<file path="src/rtl/pc_pkg.sv">
// Shared types and default widths for the program-counter sequencer.
package pc_pkg;

  localparam int PC_W   = 12;
  localparam int LUT_AW = 5;

  typedef enum logic [1:0] {
    IDLE,
    RUN,
    FLUSH,
    DONE
  } pc_state_t;

endpackage

</file>
<file path="src/rtl/pc_sequencer_if.sv">
// Branch-target LUT bus: the sequencer drives the index, the LUT answers
// combinationally with a signed PC-relative offset.
interface pc_sequencer_if #(
  parameter int D      = 12,
  parameter int LUT_AW = 5
);

  logic [LUT_AW-1:0] lut_addr;
  logic [D-1:0]      lut_target;

  modport master (output lut_addr, input lut_target);
  modport slave  (input lut_addr, output lut_target);

endinterface

</file>
<file path="src/rtl/pc_sequencer.sv">
// Program-counter controller: sequential fetch, PC-relative branches through
// an external target LUT, stall/halt handling and a one-cycle post-branch squash.
module pc_sequencer #(
  parameter int D      = pc_pkg::PC_W,
  parameter int LUT_AW = pc_pkg::LUT_AW,
  parameter int CW     = 16
) (
  input  logic              clk,
  input  logic              reset_n,
  input  logic              start,
  input  logic              stall,
  input  logic              halt_req,
  input  logic              branch_en,
  input  logic              branch_cond,
  input  logic [LUT_AW-1:0] branch_sel,
  pc_sequencer_if.master    lut,
  output logic [D-1:0]      pc,
  output logic              fetch_valid,
  output logic              branch_taken,
  output logic              done,
  output logic [CW-1:0]     cycle_count
);

  import pc_pkg::*;

  pc_state_t       state, next_state;
  logic [D-1:0]    next_pc;
  logic [CW-1:0]   next_count;
  logic            taken;

  assign lut.lut_addr = branch_sel;
  assign taken        = branch_en & branch_cond;

  // NOTE: registered state uses non-blocking assignments so every flop samples
  // pre-edge values regardless of process evaluation order.
  always_ff @(posedge clk or negedge reset_n) begin
    if (!reset_n) state <= IDLE;
    else          state <= next_state;
  end

  // NOTE: each always_comb assigns a default first so no path leaves a signal
  // unassigned, which would otherwise infer a latch.
  always_comb begin
    next_state = state;
    unique case (state)
      IDLE:  if (start) next_state = RUN;
      RUN: begin
        if      (halt_req) next_state = DONE;
        else if (stall)    next_state = RUN;
        else if (taken)    next_state = FLUSH;
      end
      FLUSH: next_state = RUN;
      DONE:  if (start) next_state = RUN;
    endcase
  end

  always_comb begin
    fetch_valid = (state == RUN);
  end

  // Next-PC mux and adder; the D-bit sum wraps naturally, matching the
  // two's-complement interpretation of the LUT offset.
  always_comb begin
    next_pc    = pc;
    next_count = cycle_count;
    unique case (state)
      IDLE, DONE: begin
        if (start) begin
          next_pc    = '0;
          next_count = '0;
        end
      end
      RUN: begin
        if (cycle_count != '1) next_count = cycle_count + CW'(1);
        if (!halt_req && !stall) begin
          if (taken) next_pc = pc + lut.lut_target;
          else       next_pc = pc + D'(1);
        end
      end
      FLUSH: begin
        if (cycle_count != '1) next_count = cycle_count + CW'(1);
      end
    endcase
  end

  always_ff @(posedge clk or negedge reset_n) begin
    if (!reset_n) begin
      pc           <= '0;
      cycle_count  <= '0;
      branch_taken <= 1'b0;
      done         <= 1'b0;
    end else begin
      pc           <= next_pc;
      cycle_count  <= next_count;
      branch_taken <= (state == RUN) && (next_state == FLUSH);
      done         <= (next_state == DONE);
    end
  end

endmodule

</file>
<file path="src/flat_wrapper.sv">
// flat-port wrapper written by rule: the top's interface ports become plain ports
module pc_sequencer_flat import pc_pkg::*;
#(
  parameter int D      = pc_pkg::PC_W,
  parameter int LUT_AW = pc_pkg::LUT_AW,
  parameter int CW     = 16
)
  (clk, reset_n, start, stall, halt_req, branch_en, branch_cond, branch_sel, pc, fetch_valid, branch_taken, done, cycle_count, lut_lut_addr, lut_lut_target);
  pc_sequencer_if #(.D(D), .LUT_AW(LUT_AW)) lut_i ();
  input  logic clk;
  input  logic reset_n;
  input  logic start;
  input  logic stall;
  input  logic halt_req;
  input  logic branch_en;
  input  logic branch_cond;
  input  logic [LUT_AW-1:0] branch_sel;
  output logic [D-1:0] pc;
  output logic fetch_valid;
  output logic branch_taken;
  output logic done;
  output logic [CW-1:0] cycle_count;
  output wire logic [$bits(lut_i.lut_addr)-1:0] lut_lut_addr;
  input wire logic [$bits(lut_i.lut_target)-1:0] lut_lut_target;
  assign lut_lut_addr = lut_i.lut_addr;
  assign lut_i.lut_target = lut_lut_target;
  pc_sequencer #(.D(D), .LUT_AW(LUT_AW), .CW(CW)) u_core (.clk(clk), .reset_n(reset_n), .start(start), .stall(stall), .halt_req(halt_req), .branch_en(branch_en), .branch_cond(branch_cond), .branch_sel(branch_sel), .lut(lut_i), .pc(pc), .fetch_valid(fetch_valid), .branch_taken(branch_taken), .done(done), .cycle_count(cycle_count));
endmodule
</file>
<file path="config.mk">
export PLATFORM = sky130hd
export DESIGN_NAME = pc_sequencer_flat
export DESIGN_NICKNAME = d
export VERILOG_FILES = /design/src/rtl/pc_pkg.sv /design/src/rtl/pc_sequencer_if.sv /design/src/rtl/pc_sequencer.sv /design/src/flat_wrapper.sv
export SDC_FILE = /design/constraint.sdc
export NUM_CORES = 1
export LEC_CHECK = 0
export CAP_MARGIN = 30
export CORE_ASPECT_RATIO = 1.4
export CORE_MARGIN = 5
export CORE_UTILIZATION = 48
export DETAILED_ROUTE_END_ITERATION = 10
export PLACE_DENSITY = 0.81
export SYNTH_ARGS = -nofsm -noshare
export SYNTH_HDL_FRONTEND = slang
export SYNTH_SLANG_ARGS = --single-unit
</file>
<file path="constraint.sdc">
create_clock -name clk -period 2.9 [get_ports clk]
set_clock_uncertainty 0.05 [all_clocks]
set_input_delay 0.725 -clock clk [delete_from_list [all_inputs] [get_ports clk]]
set_output_delay 0.725 -clock clk [all_outputs]
set_load 0.02 [all_outputs]
</file>
### Word level (Yosys, flattened, before mapping)

Cells that the tools add are included.
Widths: inputs -> output; s select.

| storage, ports and cells | value |
|---|---|
| word-level logic and storage cells | 40 |
| bits of input ports | 24 |
| flip-flop bits (word level) | 32 |
| output and inout port bits | 36 |

| cells by class | value |
|---|---|
| equal/unequal tests | 9 |
| bitwise logic cells | 1 |
| $add $sub $neg | 3 |
| reductions and logical operators | 10 |
| muxes and demuxes | 12 |

Operators with widths:

| kind | count |
|---|---|
| $mux 12 | 3 |
| $mux 16 | 2 |
| $pmux 16 s2 | 1 |
| $pmux 12 s2 | 1 |
| $add 16x1->16 const B | 1 |
| $ne 16x16->1 const B | 1 |
| $add 12x1->12 const B | 1 |
| $add 12x12->12 | 1 |
| $eq 2x2->1 const B | 4 |
| $mux 2 | 4 |
| $ne 2x1->1 const B | 3 |
| $pmux 2 s3 | 1 |
| $reduce_or 2->1 | 2 |
| $reduce_and 3->1 | 1 |
| $eq 2x1->1 const B | 1 |
| $logic_and 1x1->1 | 2 |
| $logic_not 1->1 | 2 |
| $logic_not 2->1 | 1 |
| $reduce_and 2->1 | 1 |
| $reduce_bool 2->1 | 1 |
| $and 1x1->1 | 1 |

### Longest topological paths before layout

| logic depth | value |
|---|---|
| word-level depth | 7 |
| depth in mapped cells | 11 |
| depth with buffers taken out | 10 |

### Worst setup path after synthesis

Ideal clock, no wire load.

| path | value |
|---|---|
| path kind | input port to flip-flop |
| from | in branch_en |
| to | reg u_core.pc[8] |
| data required time | 2.729 ns |
| data arrival time | 2.671 ns |
| setup slack | 0.058 ns |
| path buffers | 1 |
| setup time | 0.121 ns |
| stages | 11 |
| path through | and2_1 clkbuf_1 nand2b_1 ha_1 fa_1 a21o_1 a21oi_2 o21ai_1 o41ai_2 xnor2_1 a22o_1 |

| between the ends | value |
|---|---|
| word-level cells in the longest chain between the ends | 4 |

Ends and longest elaborated chain:

| item | line | RTL |
|---|---|---|
| start, declared | flat_wrapper.sv:15 | `input logic branch_en;` |
| $and 1x1->1 | pc_sequencer.sv:32 | `assign taken = branch_en & branch_cond;` |
| $mux 12 | pc_sequencer.sv:76 | `if (taken) next_pc = pc + lut.lut_target;` |
| $mux 12 | pc_sequencer.sv:75 | `if (!halt_req && !stall) begin` |
| $pmux 12 s2 | pc_sequencer.sv:66 | `unique case (state)` |
| end signal, assigned | pc_sequencer.sv:93 | `pc <= next_pc;` |
| end, declared | pc_sequencer.sv:17 | `output logic [D-1:0] pc,` |

No other way between the ends. The select of a mux whose other input is x is not followed.
A chain may end at the register's enable or synchronous reset.

### Worst setup path in the final report

| path | value |
|---|---|
| from | in lut_lut_target[0] |
| to | reg u_core.pc[11] |

| between the ends | value |
|---|---|
| word-level cells in the longest chain between the ends | 4 |

Ends and longest elaborated chain:

| item | line | RTL |
|---|---|---|
| start, declared | flat_wrapper.sv:24 | `input wire logic [$bits(lut_i.lut_target)-1:0] lut_lut_target;` |
| $add 12x12->12 | pc_sequencer.sv:76 |  |
| $mux 12 | pc_sequencer.sv:76 |  |
| $mux 12 | pc_sequencer.sv:75 |  |
| $pmux 12 s2 | pc_sequencer.sv:66 |  |

No other way between the ends. The select of a mux whose other input is x is not followed.

==> flow_metrics.env <==
export IMPL_grt_pass1_wl_um=10100
export IMPL_ff2ff_path_depth=7
export IMPL_finalInstanceArea_um2=3090
export IMPL_synth_area_top_cells="dfrtp_1, ha_1, xor2_1, nor2_1, nand2_1"
export IMPL_die_y_um=89.4
export IMPL_dieArea_um2=5970
export IMPL_critPathArrivalTime_ns=2.87
export IMPL_core_um2=4460
export IMPL_synth_top_area_share_pct=37.0
export IMPL_synthDistinctLibCells=45
export IMPL_r2r_end="u_core.pc[11]$_DFFE_PN0P_"
export IMPL_clkTransAtPathRegs_ns=0.08
export IMPL_antennaDiodeCount=0
export IMPL_area_growth_pct=43.0
export IMPL_p_per_area_nw_per_um2=775
export IMPL_wl_met1_um=2310
export IMPL_viasPerCell=5.50
export IMPL_min_to="u_core.pc[0]$_DFFE_PN0P_"
export IMPL_cts_hold_buffers_added=0
export IMPL_boundaryPins=60
export IMPL_layout_nets=349
export IMPL_cts_max_level=2
export IMPL_die_w_um=66.7
export IMPL_required_ns=3.06
export IMPL_clock_sinks=32
export IMPL_yosys_register_bits=32
export IMPL_finalMaxSlewViolations=0
export IMPL_hold_depth=2
export IMPL_cp_max_fo=2
export IMPL_startpoint_type="input port"
export IMPL_hold_class="reg2reg"
export IMPL_topRoutingLayerUsed="met4"
export IMPL_grt_max_degree=33
export IMPL_initial_core_util_pct=48.5
export IMPL_ant_nets=0
export IMPL_syn_inst=236
export IMPL_gp_congestion=0.861
export IMPL_yosys_warnings=0
export IMPL_min_period_ns=2.71
export IMPL_path_class="in2reg"
export IMPL_clk_latency_ns=0.29
export IMPL_tritoncts="built"
export IMPL_synthFlopType="dfrtp_1"
export IMPL_layout_drive_gt1_share_pct=18.6
export IMPL_routed_wl_um=5860
export IMPL_grt_pass1_vias=2160
export IMPL_finalPower_mw=2.40
export IMPL_final_cell_mix="clkdlybuf4s50_1, dfrtp_1, nor2_1, buf_4, nand2_1"
export IMPL_async_reset_ff_share_pct=100
export IMPL_synth_fp_nets=275
export IMPL_route_met3_wl_um=301
export IMPL_overflow=0
export IMPL_rsz0062_at_grt="no"
export IMPL_status="complete, no violations"
export IMPL_ir_worst_vdd_mv=0.499
export IMPL_synth_edf_count=0
export IMPL_fin_crit_sh_pct=93.5
export IMPL_layout_commonest_cell="clkdlybuf4s50_1"
export IMPL_cts_root_buf="clkbuf_8"
export IMPL_hold_viol_final=0
export IMPL_synth_area_um2=2160
export IMPL_cts_post_setup_buffers_inserted=0
export IMPL_placed_area_um2=2890
export IMPL_drtIter0Drc=139
export IMPL_maxSlewHeadroom_pct=61.8
export IMPL_wl_per_cell_um=15.7
export IMPL_leakagePower_nw=1.46
export IMPL_antenna_found_initial=0
export IMPL_numCtsBuffers=5
export IMPL_via_count=2050
export IMPL_regToRegStartpoint="u_core.pc[1]$_DFFE_PN0P_"
export IMPL_grt_use_total_pct=22.1
export IMPL_synth_area_leader_cell="dfrtp_1"
export IMPL_dr_wl_met2_um=3160
export IMPL_clock_fmax_mhz=369
export IMPL_cp_end_kind="flop"
export IMPL_detailed_place_hpwl_um=4340
export IMPL_finalSetupViolCount=0
export IMPL_firstDrtPassIters=4
export IMPL_reg2reg_slack_ns=0.74
export IMPL_syn_avg_cell_area_um2=9.17
export IMPL_ys_seq_area_share_pct=37.0
export IMPL_portBuffers=49
export IMPL_max_cap_violations=0
export IMPL_num_rows=29
export IMPL_clock_path_buffers=2
export IMPL_hp_start="u_core.pc[0]$_DFFE_PN0P_"
export IMPL_tns_ns=0
export IMPL_drc=0
export IMPL_tightest_slew_ns=0.570
-- state kept, by name, summed over array words and instances, names as in the netlist --
name,cells
u_core.state,2
u_core.pc,12
u_core.cycle_count,16
u_core.done,1
u_core.branch_taken,1
-- power by group --
group          internal (mW)  leakage, nW  total (mW)  switching, mW
combinational          0.625        0.977        1.35          0.723
sequential             0.557        0.432       0.681          0.124
clock                  0.189       0.0510       0.366          0.176
-- cell usage after synthesis, types with 2 or more instances --
library cell	n
xor2_1	15
nand3_1	11
a31oi_1	2
nand4_1	8
xnor2_1	7
o31ai_1	2
nand2_1	23
a221oi_1	2
and3_1	11
ha_1	14
a22o_1	7
nor2_1	28
inv_1	6
nand2b_1	3
dfrtp_1	32
a21oi_1	5
o21ai_0	12
a21o_1	5
clkbuf_1	6
buf_4	5
and2_1	4
and4_1	2
nor3_1	4
-- cell type report --
cell class,count,area [um2]
fill,360,1370
multi-input combinational,186,1370
clock buffer,6,82.6
sequential,32,801
tap,62,77.6
clock inverter,2,10.0
inverter,6,22.5
timing repair buffer,79,728
-- worst max path at each step --
stage,start,to,cells past startpoint
floorplan,branch_en,u_core.pc[8]$_DFFE_PN0P_,11
global placement,branch_en,u_core.pc[8]$_DFFE_PN0P_,11
detailed placement,branch_en,u_core.pc[8]$_DFFE_PN0P_,11
CTS,branch_en,u_core.pc[11]$_DFFE_PN0P_,10
global route,lut_lut_target[0],u_core.pc[11]$_DFFE_PN0P_,10
finish,lut_lut_target[0],u_core.pc[11]$_DFFE_PN0P_,10
-- worst max-delay path, cell delays in order --
cell and delay [ns]:
clkdlybuf4s50_1 0.46, nand2b_1 0.11, ha_2 0.19, buf_4 0.12, a211oi_2 0.07, o21ai_2 0.19
o2111ai_2 0.17, a311oi_2 0.39, mux2_4 0.33, o2111ai_1 0.10
-- kinds of logic after synthesis --
logic type	share of synthesized area, %
AO/OA/AOI/OAI	17.5
XOR/XNOR	8.91
adder cells (fa/ha/maj)	9.02
buffers and inverters	3.99
flip-flops	37.0
multiplexers	0.983
AND/OR/NAND/NOR	22.6
-- routing by layer --
metal / vias to the layer above / GRT usage (%)
met1: 983 / 25.6
met5: - / 0
met4: 0 / 7.02
met3: 8 / 4.91
li1: 995 / -
met2: 64 / 40.2
-- metrics by stage --
stage                     instances  worst slack [ns]  utilization (%)  hold slack [ns]
after global placement          365            -0.273             64.8            0.453
after global routing            373            0.0672             69.3            0.530
after CTS                       373          0.000447             67.3            0.491
after detailed placement        365            -0.337             64.8            0.473
final                           373             0.188             69.3            0.496
after floorplan                 236            0.0583                -            0.379
-- what timing repair did --
| item | CTS | global route |
|---|---|---|
| pin swaps | 2 | 5 |
| gates resized for setup | 5 | 14 |
| setup endpoints to repair | 2 | 3 |
Note: power is estimated with default switching activity, not from simulation.
==> edit 1 (same flow settings) <==
`LUT_AW` is set to 5 in 2 places; all go to 3.
--- a/src/rtl/pc_pkg.sv
+++ b/src/rtl/pc_pkg.sv
@@ -4,3 +4,3 @@
   localparam int PC_W   = 12;
-  localparam int LUT_AW = 5;
+  localparam int LUT_AW = 3;
 
--- a/src/rtl/pc_sequencer_if.sv
+++ b/src/rtl/pc_sequencer_if.sv
@@ -4,3 +4,3 @@
   parameter int D      = 12,
-  parameter int LUT_AW = 5
+  parameter int LUT_AW = 3
 );
Ports: changed (resized branch_sel and lut_lut_addr); port bits go from 60 to 56. No check against the original RTL was run, so the function may have changed too.
==> edit 1 against the unedited design <==
  * Sequential cell count is the same
  * Clock power up 20%
  * Sequential power is 2% lower
  * First-iteration DRC count down 46%
  * Wire length decreased by 4.2%
  * Setup slack got worse by 0.061 ns
  * Power up 1.1%
  * Area after synthesis shrank 0.69%
  * Cell area decreased by 2.5%
  * Largest cell class unchanged
  * Largest power group unchanged
  * Highest routed layer unchanged
==> edit 1: results (changes against the unedited design) <==
* Cell Count, Final, Fillers Out at 370 (was 373)
* Outcome: finished clean (unchanged)
* Nets at 346 (was 349)
* Synth Instances at 234 (was 236)
* VDD IR-drop max at 0.413 mV (was 0.499 mV)
* Place WS at -0.408 ns (was -0.337 ns)
* Reg2reg end: u_core.pc[8]$_DFFE_PN0P_ (was u_core.pc[11]$_DFFE_PN0P_)
* Drt first-iter violations at 75 (was 139)
* Vias/cell at 5.53 (was 5.50)
* Design Area, Final at 3010 um^2 (was 3090 um^2)
* DP Area at 2860 um^2 (was 2890 um^2)
* Worst-path maximum fanout at 3 (was 2)
* Post-Place Cells at 359 (was 365)
* Flop2flop setup slack at 0.65 ns (was 0.74 ns)
* Leak pwr at 0.00145 uW (was 0.00146 uW)
* WHS at 0.485 ns (was 0.496 ns)
* Worst-Margin Slew at 0.591 ns (was 0.570 ns)
* Hold path startpoint: u_core.pc[10]$_DFFE_PN0P_ (was u_core.pc[0]$_DFFE_PN0P_)
* Vias in the first global route at 2177 (was 2160)
* Layout cells sized above 1 at 16.5% (was 18.6%)
* Pwr Total at 2420 uW (was 2400 uW)
* Multiplexer area fraction after synthesis at 0.990% (was 0.983%)
* Depth of the most critical reg-to-reg path at 5 (was 7)
* Number of detailed-route iterations in the first pass at 4 (unchanged)
* Sequential fraction of the synthesis area at 37.3% (was 37.0%)
* First-pass GRT wire length at 9780 um (was 10100 um)
* GP Congestion at 0.952 (was 0.861)
* DP Wirelength at 4220 um (was 4340 um)
* Post-synthesis xor/xnor area fraction at 8.97% (was 8.91%)
* Top cells by area, synth: dfrtp_1, ha_1, xor2_1 (unchanged)
* Post-synthesis compound-gate area fraction at 17.6% (was 17.5%)
* Hold Path Sink: u_core.pc[10]$_DFFE_PN0P_ (was u_core.pc[0]$_DFFE_PN0P_)
* Post-Syn Nets at 271 (was 275)
* Filler Cells Inserted at 355 (was 360)
* Post-Synth Adder-Cell Area at 9.09% (was 9.02%)
* WL/cell at 15.2 um (was 15.7 um)
-- edit 1: cell count changes after synthesis --
cell	delta
buf_4	-2
-- edit 1: layout make-up --
type	count	share of cell area, %
clock buffers	5	2.28
repair buffers	78	23.4
well taps	60	2.49
multi-input cells	186	43.1
inverters	6	0.747
flip-flops and latches	32	26.6
clock inverters	3	1.41
-- edit 1: worst max path at each step --
stage	to	slack [ns]
after global placement	u_core.pc[8]$_DFFE_PN0P_	-0.26
after CTS	u_core.pc[8]$_DFFE_PN0P_	0.1
after detailed placement	u_core.pc[8]$_DFFE_PN0P_	-0.41
after floorplan	u_core.pc[8]$_DFFE_PN0P_	0.06
after global routing	u_core.pc[10]$_DFFE_PN0P_	0.006
final	u_core.pc[8]$_DFFE_PN0P_	0.13
-- edit 1: what timing repair did --
| action | CTS | global route |
|---|---|---|
| buffers inserted | 2 | 1 |
| hold endpoints to repair | 0 | 0 |
| pin swaps | 5 | 2 |
| gates resized for setup | 6 | 2 |
| endpoints found under the setup margin | 2 | 3 |
-- edit 1: metal layers --
layer / track usage, % / up-vias / wire length [um]
li1: - / 991 / -
met1: 23.7 / 979 / 2250
met2: 38.2 / 58 / 2910
met3: 4.53 / 18 / 287
met4: 9.98 / 0 / 163
met5: 0 / - / 0
-- edit 1: where the power goes --
| part | internal, uW | switching (uW) | leakage, uW | total (uW) |
|---|---|---|---|---|
| Combinational | 598 | 724 | 0.000960 | 1320 |
| Clock | 254 | 183 | 0.0000541 | 438 |
| Sequential | 557 | 107 | 0.000432 | 664 |
-- edit 1: worst max-delay path, cell delays in order --
cell	delay, ns
clkdlybuf4s50_1	0.40
nand2b_1	0.16
ha_2	0.20
fa_2	0.38
a21o_1	0.18
a21oi_2	0.19
o21ai_2	0.09
o41ai_2	0.25
xnor2_1	0.11
a22o_1	0.21
==> edit 2 (same settings) <==
Without the edit above. Register the output `cycle_count` once more; this adds one clock of latency there. The other outputs are not delayed to match.
--- a/src/rtl/pc_sequencer.sv
+++ b/src/rtl/pc_sequencer.sv
@@ -24,2 +24,4 @@
   import pc_pkg::*;
+
+  logic [CW-1:0] cycle_count_s0;
 
@@ -64,3 +66,3 @@
     next_pc    = pc;
-    next_count = cycle_count;
+    next_count = cycle_count_s0;
     unique case (state)
@@ -73,3 +75,3 @@
       RUN: begin
-        if (cycle_count != '1) next_count = cycle_count + CW'(1);
+        if (cycle_count_s0 != '1) next_count = cycle_count_s0 + CW'(1);
         if (!halt_req && !stall) begin
@@ -80,3 +82,3 @@
       FLUSH: begin
-        if (cycle_count != '1) next_count = cycle_count + CW'(1);
+        if (cycle_count_s0 != '1) next_count = cycle_count_s0 + CW'(1);
       end
@@ -88,3 +90,3 @@
       pc           <= '0;
-      cycle_count  <= '0;
+      cycle_count_s0 <= '0;
       branch_taken <= 1'b0;
@@ -93,3 +95,3 @@
       pc           <= next_pc;
-      cycle_count  <= next_count;
+      cycle_count_s0 <= next_count;
       branch_taken <= (state == RUN) && (next_state == FLUSH);
@@ -99,2 +101,6 @@
 
+  always_ff @(posedge clk) begin
+    cycle_count <= cycle_count_s0;
+  end
+
 endmodule
Behaviour: not the same (Yosys sat finds a counterexample within 4 cycles, from zero or initial values and one cycle with reset_n low).
==> edit 2 against the unedited design <==
  * Sequential cell count is 16 higher
  * Critical path depth is 1 higher
  * Power increased by 3.4%
  * Combinational power is 20% lower
  * Utilization is 4.2 points lower
  * Cell count grew 8.0%
  * Wire length rose by 4.6%
  * Cell area increased by 8.5%
  * Setup slack got worse by 0.081 ns
  * Worst hold slack worse by 0.092 ns
  * Area after synthesis increased by 17%
  * Via count grew 6.2%
  * Critical endpoint is now u_core.pc[8]$_DFFE_PN0P_
==> edit 2: results (changes against the unedited design) <==
* Flop2flop setup slack at 0.72 ns (was 0.74 ns)
* Global-route track usage on met1 at 20.8% (was 25.6%)
* Top cells by area, synth: dfrtp_1, dfxtp_1, ha_1 (was dfrtp_1, ha_1, xor2_1)
* Mapped Avg Cell Area at 9.27 um^2 (was 9.17 um^2)
* Top flop regs: u_core.cycle_count (16), u_core.cycle_count_s0 (16), u_core.pc (12) (was u_core.cycle_count (16), u_core.pc (12), u_core.state (2))
* GR Layer Usage met2 at 35.7% (was 40.2%)
* Clk cell area share at 3.43% (was 2.99%)
* Count of plain and timing-repair buffers at 73 (was 79)
* Post-synth top cells: nand2_1, dfrtp_1, o21ai_0, dfxtp_1, ha_1 (was dfrtp_1, nor2_1, nand2_1, xor2_1, ha_1)
* Post-synthesis xor/xnor area fraction at 7.99% (was 8.91%)
* Post-Place Cells at 393 (was 365)
* Sequential fraction of the synthesis area at 44.5% (was 37.0%)
* Worst-Margin Slew at 0.599 ns (was 0.570 ns)
* Sw Share at 38.7% (was 42.7%)
* Outcome: finished clean (unchanged)
* Post-CTS sizing at 3 (was 5)
* WL/cell at 15.2 um (was 15.7 um)
* Multi-input gate share of total cell area at 40.1% (was 44.3%)
* Crit-path leading delay family: simple AND/OR/NAND/NOR gates (was compound AO/OA/AOI/OAI gates)
* Vias in the first global route at 2199 (was 2160)
* Comb_multi_in at 202 (was 186)
* WL met1 at 2400 um (was 2310 um)
* Post-Synth Adder-Cell Area at 7.74% (was 9.02%)
* Reg clk slew, reported paths at 0.10 ns (was 0.08 ns)
* Post-Syn Nets at 311 (was 275)
* Hold depth at 0 (was 2)
* Drt total wl at 6130 um (was 5860 um)
* Async S/R FF share, synth at 66.7% (was 100%)
* Signal buf overhead at 20.0% (was 23.5%)
* Multiplexer area fraction after synthesis at 0.794% (was 0.983%)
* Hold path startpoint: u_core.cycle_count_s0[13]$_DFFE_PN0P_ (was u_core.pc[0]$_DFFE_PN0P_)
* Clock power frac at 20.4% (was 15.3%)
* Critical Path AT at 2.98 ns (was 2.87 ns)
* Met3 wire length at 289 um (was 301 um)
* Place WS at -0.415 ns (was -0.337 ns)
* Grt met3 use at 3.97% (was 4.91%)
* All-Layer GR Usage at 18.8% (was 22.1%)
* Synth Instances at 272 (was 236)
* Number of library cell types mapped by synthesis at 41 (was 45)
* Seq Cell Count at 48 (was 32)
* F_max at 0.358 GHz (was 0.369 GHz)
edit 2: changes by cell type after synthesis, moves of 3 or more:
| cell | before | now |
|---|---|---|
| clkbuf_1 | 6 | 11 |
| nor3_1 | 4 | 9 |
| nand4_1 | 8 | 3 |
| a21oi_1 | 5 | 9 |
| and2_1 | 4 | 1 |
| nand2_1 | 23 | 44 |
| o21ai_0 | 12 | 31 |
| a22o_1 | 7 | 0 |
| nor2_1 | 28 | 10 |
| xnor2_1 | 7 | 10 |
| nand3_1 | 11 | 8 |
| dfxtp_1 | 0 | 16 |
edit 2: logic make-up (layout without fill, tap and decap cells):
| kind of cell | count (synthesis) | count (layout) |
|---|---|---|
| simple gates | 103 | 103 |
| fa+ha+maj | 15 | 15 |
| flops | 48 | 48 |
| buf+inv | 22 | 87 |
| xor+xnor | 23 | 23 |
| compound gates | 59 | 59 |
| mux | 2 | 2 |
